<file path="src/rtl/rf_wb_arbiter.sv">
// Round-robin writeback arbiter for the register file write port, with a
// registered write stage and a pending-write scoreboard for RAW stall detection.
module rf_wb_arbiter #(
    parameter int NREQ = 3,
    parameter int XLEN = 32
) (
    input  logic                 clk,
    input  logic                 rst_n,
    input  logic [NREQ-1:0]      i_req_valid,
    input  logic [NREQ*5-1:0]    i_req_rd,
    input  logic [NREQ*XLEN-1:0] i_req_data,
    output logic [NREQ-1:0]      o_req_ready,
    output logic [4:0]           o_rf_a3,
    output logic                 o_rf_we3,
    output logic [XLEN-1:0]      o_rf_wd3,
    input  logic                 i_pend_set,
    input  logic [4:0]           i_pend_rd,
    input  logic                 i_flush,
    output logic [31:0]          o_pending
);

    localparam int PTRW = (NREQ > 1) ? $clog2(NREQ) : 1;

    logic [PTRW-1:0] r_ptr;
    logic [PTRW-1:0] w_ptr_nxt;
    logic [NREQ-1:0] w_grant;
    logic            w_grant_any;
    logic [PTRW-1:0] w_grant_idx;
    logic [4:0]      w_sel_rd;
    logic [XLEN-1:0] w_sel_data;
    logic [31:1]     r_pend;
    logic [31:0]     w_pend_nxt;

    // Scan from the pointer, wrapping, and grant the first valid requester.
    always_comb begin
        w_grant     = '0;
        w_grant_any = 1'b0;
        w_grant_idx = '0;
        for (int k = 0; k < NREQ; k++) begin
            if (!w_grant_any && i_req_valid[(int'(r_ptr) + k) % NREQ]) begin
                w_grant_any = 1'b1;
                w_grant_idx = PTRW'((int'(r_ptr) + k) % NREQ);
            end
        end
        if (!rst_n) begin
            w_grant_any = 1'b0;
        end
        if (w_grant_any) begin
            w_grant[w_grant_idx] = 1'b1;
        end
    end

    assign o_req_ready = w_grant;
    assign w_ptr_nxt   = (w_grant_idx == PTRW'(NREQ - 1)) ? '0 : w_grant_idx + 1'b1;

    always_comb begin
        w_sel_rd   = '0;
        w_sel_data = '0;
        for (int i = 0; i < NREQ; i++) begin
            if (w_grant[i]) begin
                w_sel_rd   = i_req_rd[5*i +: 5];
                w_sel_data = i_req_data[XLEN*i +: XLEN];
            end
        end
    end

    always_ff @(posedge clk or negedge rst_n) begin
        if (!rst_n) begin
            r_ptr    <= '0;
            o_rf_a3  <= '0;
            o_rf_we3 <= 1'b0;
            o_rf_wd3 <= '0;
        end else if (w_grant_any) begin
            r_ptr    <= w_ptr_nxt;
            o_rf_a3  <= w_sel_rd;
            o_rf_wd3 <= w_sel_data;
            o_rf_we3 <= (w_sel_rd != 5'd0);
        end else begin
            o_rf_we3 <= 1'b0;
        end
    end

    // A new producer outranks both the retiring write and a flush.
    always_comb begin
        w_pend_nxt = {r_pend, 1'b0};
        if (i_flush) begin
            w_pend_nxt = '0;
        end else if (o_rf_we3) begin
            w_pend_nxt[o_rf_a3] = 1'b0;
        end
        if (i_pend_set) begin
            w_pend_nxt[i_pend_rd] = 1'b1;
        end
        w_pend_nxt[0] = 1'b0;
    end

    always_ff @(posedge clk or negedge rst_n) begin
        if (!rst_n) begin
            r_pend <= '0;
        end else begin
            r_pend <= w_pend_nxt[31:1];
        end
    end

    assign o_pending = {r_pend, 1'b0};

endmodule

</file>
<file path="config.mk">
export PLATFORM = sky130hd
export DESIGN_NAME = rf_wb_arbiter
export DESIGN_NICKNAME = d
export VERILOG_FILES = /design/src/rtl/rf_wb_arbiter.sv
export SDC_FILE = /design/constraint.sdc
export NUM_CORES = 1
export LEC_CHECK = 0
export CORE_MARGIN = 10
export CORE_UTILIZATION = 37
export DETAILED_ROUTE_END_ITERATION = 12
export PLACE_DENSITY = 0.78
export SLEW_MARGIN = 20
export SYNTH_ARGS = -nofsm -noshare
export SYNTH_HDL_FRONTEND = slang
export SYNTH_SLANG_ARGS = --single-unit
</file>
<file path="constraint.sdc">
create_clock -name clk -period 2.7 [get_ports clk]
set_clock_uncertainty 0.1 [all_clocks]
set_input_delay 0.405 -clock clk [delete_from_list [all_inputs] [get_ports clk]]
set_output_delay 0.405 -clock clk [all_outputs]
set_load 0.01 [all_outputs]
</file>
==> out/summary.txt <==
RUN STATUS
--------------------------------------------------------------------------------------------------
Run status .......................................................................... finished, violations left
Violated checks ..................................................................... setup timing

PLACED DESIGN
--------------------------------------------------------------------------------------------------
Final RePlAce weighted congestion ...................................................       0.8849
Buffers on Ports ....................................................................          194
Detailed-placement wirelength estimate ..............................................     11.56 mm

FLOORPLAN
--------------------------------------------------------------------------------------------------
Die area ............................................................................  15120 sq um
Initial Utilization .................................................................       37.98%
Std cell rows .......................................................................           37
Die Span X .......................................................................... 122.9 microns
Die height .......................................................................... 122.9 microns
Boundary pin count ..................................................................          196
Area of the placeable core ..........................................................  10320 sq um

PWR
--------------------------------------------------------------------------------------------------
Pwr Density ......................................................................... 978.7 nW/um^2
Worst voltage drop across the vdd grid ..............................................  0.0005595 V
Leakage component of the power ......................................................     2.788 nW

DETAILED ROUTING
--------------------------------------------------------------------------------------------------
Post-route antenna net violation count ..............................................            0
Length of routed met3 wiring ........................................................     1.663 mm
Met1 layer wirelength in the final routing ..........................................     5.656 mm
Post-route DRC ......................................................................            0
Max Used Layer ......................................................................         met4
Detailed-route via count ............................................................         4092
Avg WL per Cell ..................................................................... 19.32 microns
Wire length after detailed routing ..................................................     15.38 mm
Number of search-and-repair iterations in the first detailed-routing pass ...........            5
Total met2 wirelength after detailed routing ........................................     7.669 mm
Number of violations reported at the end of detailed-routing iteration 0 ............          224
Post-detailed-route via-to-cell ratio ...............................................        5.141

CELLS AND AREA
--------------------------------------------------------------------------------------------------
Layout cell share with drive strength beyond 1 ......................................       13.48%
Relative area change from synthesis to final layout .................................       71.63%
Most frequent cells in the layout ................................................... clkdlybuf4s50_1, o21ai_0, dfrtp_1
Most common cell after layout, fill and taps aside .................................. clkdlybuf4s50_1
Number of nets in the layout ........................................................          782
Post-layout util ....................................................................       65.19%
Number of diodes ....................................................................            0
Filler cells ........................................................................          820

TIMING
--------------------------------------------------------------------------------------------------
Achievable frequency ................................................................    363.7 MHz
Portion of the clock cycle consumed by the worst path in the final layout ...........       101.8%
Relative slew margins ...............................................................       40.72%
Unrepaired setup endpoints after global routing .....................................          yes
Total negative slack for setup checks ...............................................    -119.2 ps
Crit path time final ................................................................      2749 ps
Setup WS post-layout ................................................................    -49.49 ps
Measured slew at the worst slew-check pin ...........................................     889.2 ps
Endpoints failing hold ..............................................................            0
Final max-slew violation count ......................................................            0
Endpoints failing setup .............................................................            4

LOGIC SYNTHESIS
--------------------------------------------------------------------------------------------------
Per-instance average area after synthesis ...........................................  8.953 sq um
Number of instances in the synthesized netlist ......................................          438
Nets in the synthesized netlist .....................................................          565
Ys Warns ............................................................................            0
Netlist area before placement .......................................................   3921 sq um
Share of the yosys chip area belonging to registers .................................       45.31%
Unique masters post-synth ...........................................................           39
#FFs+latches synth ..................................................................           71

SETUP PATH
--------------------------------------------------------------------------------------------------
Crit. End Element ...................................................................   output pin
Arr. time, crit path ................................................................      2240 ps
CP Data Required Time ...............................................................      2190 ps
CP max FO ...........................................................................            3
Type of element launching the critical path .........................................    flip-flop
Critical path class .................................................................      reg2out

WORST HOLD PATH
--------------------------------------------------------------------------------------------------
Worst Hold Class ....................................................................     in2async

GLOBAL ROUTE
--------------------------------------------------------------------------------------------------
Pin count of the biggest net entering global routing ................................           72
Via count of the first global-routing pass ..........................................         4266
GRT Residual Overflow ...............................................................            0
Global-route wire length before repair ..............................................     23.03 mm
Antenna violations before repair ....................................................            0
Gr usage total ......................................................................       19.45%

CLOCK NETWORK
--------------------------------------------------------------------------------------------------
TritonCTS clock tree ................................................................        built
Clock transition time at the flip-flop clock pins of the worst setup and hold paths .        80 ps
Clock net sink count ................................................................           71
Hold-fix buffer count after cts .....................................................            0
Number of H-tree levels .............................................................            3
Longest Clk Path Bufs ...............................................................            2
Root buffer selected by CTS .........................................................     clkbuf_8
Later-pin clock latency in the skew report ..........................................       330 ps
Number of buffers inserted during clock tree synthesis ..............................            9

JOB
--------------------------------------------------------------------------------------------------
Number of max-capacitance violations reported .......................................            0

[final timing paths]
kind,depth (start not counted),end,slack (ps),start
min in group clk,2,o_rf_wd3[28],380,o_rf_wd3[28]
max reg2reg,13,o_rf_we3,-10,r_ptr[0]
max in group asynchronous,2,r_ptr[1],1660,rst_n
min reg2reg,2,o_rf_wd3[28],380,o_rf_wd3[28]
max,10,o_req_ready[1],-50,r_ptr[0]
min,2,r_pend[17],230,rst_n
[cells by family (layout without fill, tap and decap cells)]
| group | Yosys count | after routing | share of synthesized area, % |
|---|---|---|---|
| other cells | 1 | 1 | 0.09563 |
| flops | 71 | 71 | 45.31 |
| compound gates | 130 | 130 | 18.67 |
| buf+inv | 32 | 254 | 3.989 |
| simple gates | 162 | 162 | 20.87 |
| fa+ha+maj | 4 | 4 | 1.276 |
| mux | 38 | 38 | 9.796 |
[report_power, final]
part / leakage [nW] / switching [mW] / internal (mW) / total (mW)
Sequential: 0.920 / 0.276 / 1.37 / 1.65
Clock: 0.103 / 0.416 / 0.526 / 0.941
Combinational: 1.77 / 1.89 / 2.11 / 4.00
Total: 2.79 / 2.58 / 4.00 / 6.59
[final cells by class]
class	instances	area, sq um	share of cell area [%]
Inverter	5	18.77	0.2789
Timing Repair Buffer	233	2382	35.40
Clock inverter	6	92.59	1.376
Sequential cell	71	1778	26.42
Tap cell	136	170.2	2.528
Multi-Input combinational cell	335	2161	32.11
Clock buffer	10	127.6	1.896
[synthesized netlist by cell type (all sizes together)]
cell type,n,area (sq um)
o21ai,80,400.4
dfrtp,71,1777
nand2,52,195.2
nor2,42,157.7
mux2i,38,384.1
a21oi,32,160.2
nand3b,26,195.2
buf,17,100.1
nor2b,17,106.4
clkbuf,10,37.54
a21o,6,45.04
inv,5,18.77
nor3,5,25.02
nor3b,5,37.54
ha,4,50.05
nand3,4,20.02
or3b,4,35.03
a2111oi,3,32.53
nand2b,2,12.51
o22ai,2,12.51
a211o,1,8.760
a211oi,1,7.510
a21boi,1,7.510
a2bb2oi,1,8.760
and3,1,6.260
and3b,1,8.760
conb,1,3.750
nor4,1,6.260
o22a,1,8.760
o31ai,1,12.51
o32ai,1,27.53
or2,1,6.260
or3,1,6.260
[repair_timing]
| action | 4_1_cts | 5_1_grt |
|---|---|---|
| resized for setup | 38 | 24 |
| setup buffers | 5 | 2 |
| endpoints found under the setup margin | 39 | 41 |
| pin swaps | 9 | 4 |
| gates cloned | 1 | 5 |
[worst max-delay path, stage by stage, from the launching register on]
cell and delay (ps):
dfrtp_1 410, inv_2 70, ha_4 270, buf_6 110, mux2i_4 250, o22ai_4 110, buf_6 130, o31ai_4 230
buf_6 170, nor3b_4 50, buf_6 120
[layer usage]
layer | vias up | GRT usage, %
met5 | - | 0
met4 | 0 | 7.143
met3 | 25 | 8.250
met2 | 197 | 33.17
met1 | 1909 | 21.17
li1 | 1961 | -
[metrics by stage]
stage | hold slack, ps | area (sq um) | power (mW) | cells | setup slack (ps)
floorplan | 9.409 | 3921 | 3.393 | 438 | 76.13
CTS | 253.9 | 6533 | 6.186 | 790 | -37.90
finish | 232.9 | 6730 | 6.587 | 796 | -49.49
detailed placement | 370.2 | 6131 | 4.902 | 768 | -448.6
global route | 287.0 | 6730 | 7.030 | 796 | -146.7
global placement | 362.1 | 6131 | 4.809 | 768 | -332.8
[flip-flops by register name (all words and copies together), names as in the netlist]
name	flops
o_rf_wd3	32
r_ptr	2
r_pend	31
o_rf_we3	1
o_rf_a3	5
Power figures use the tool's default switching activity.
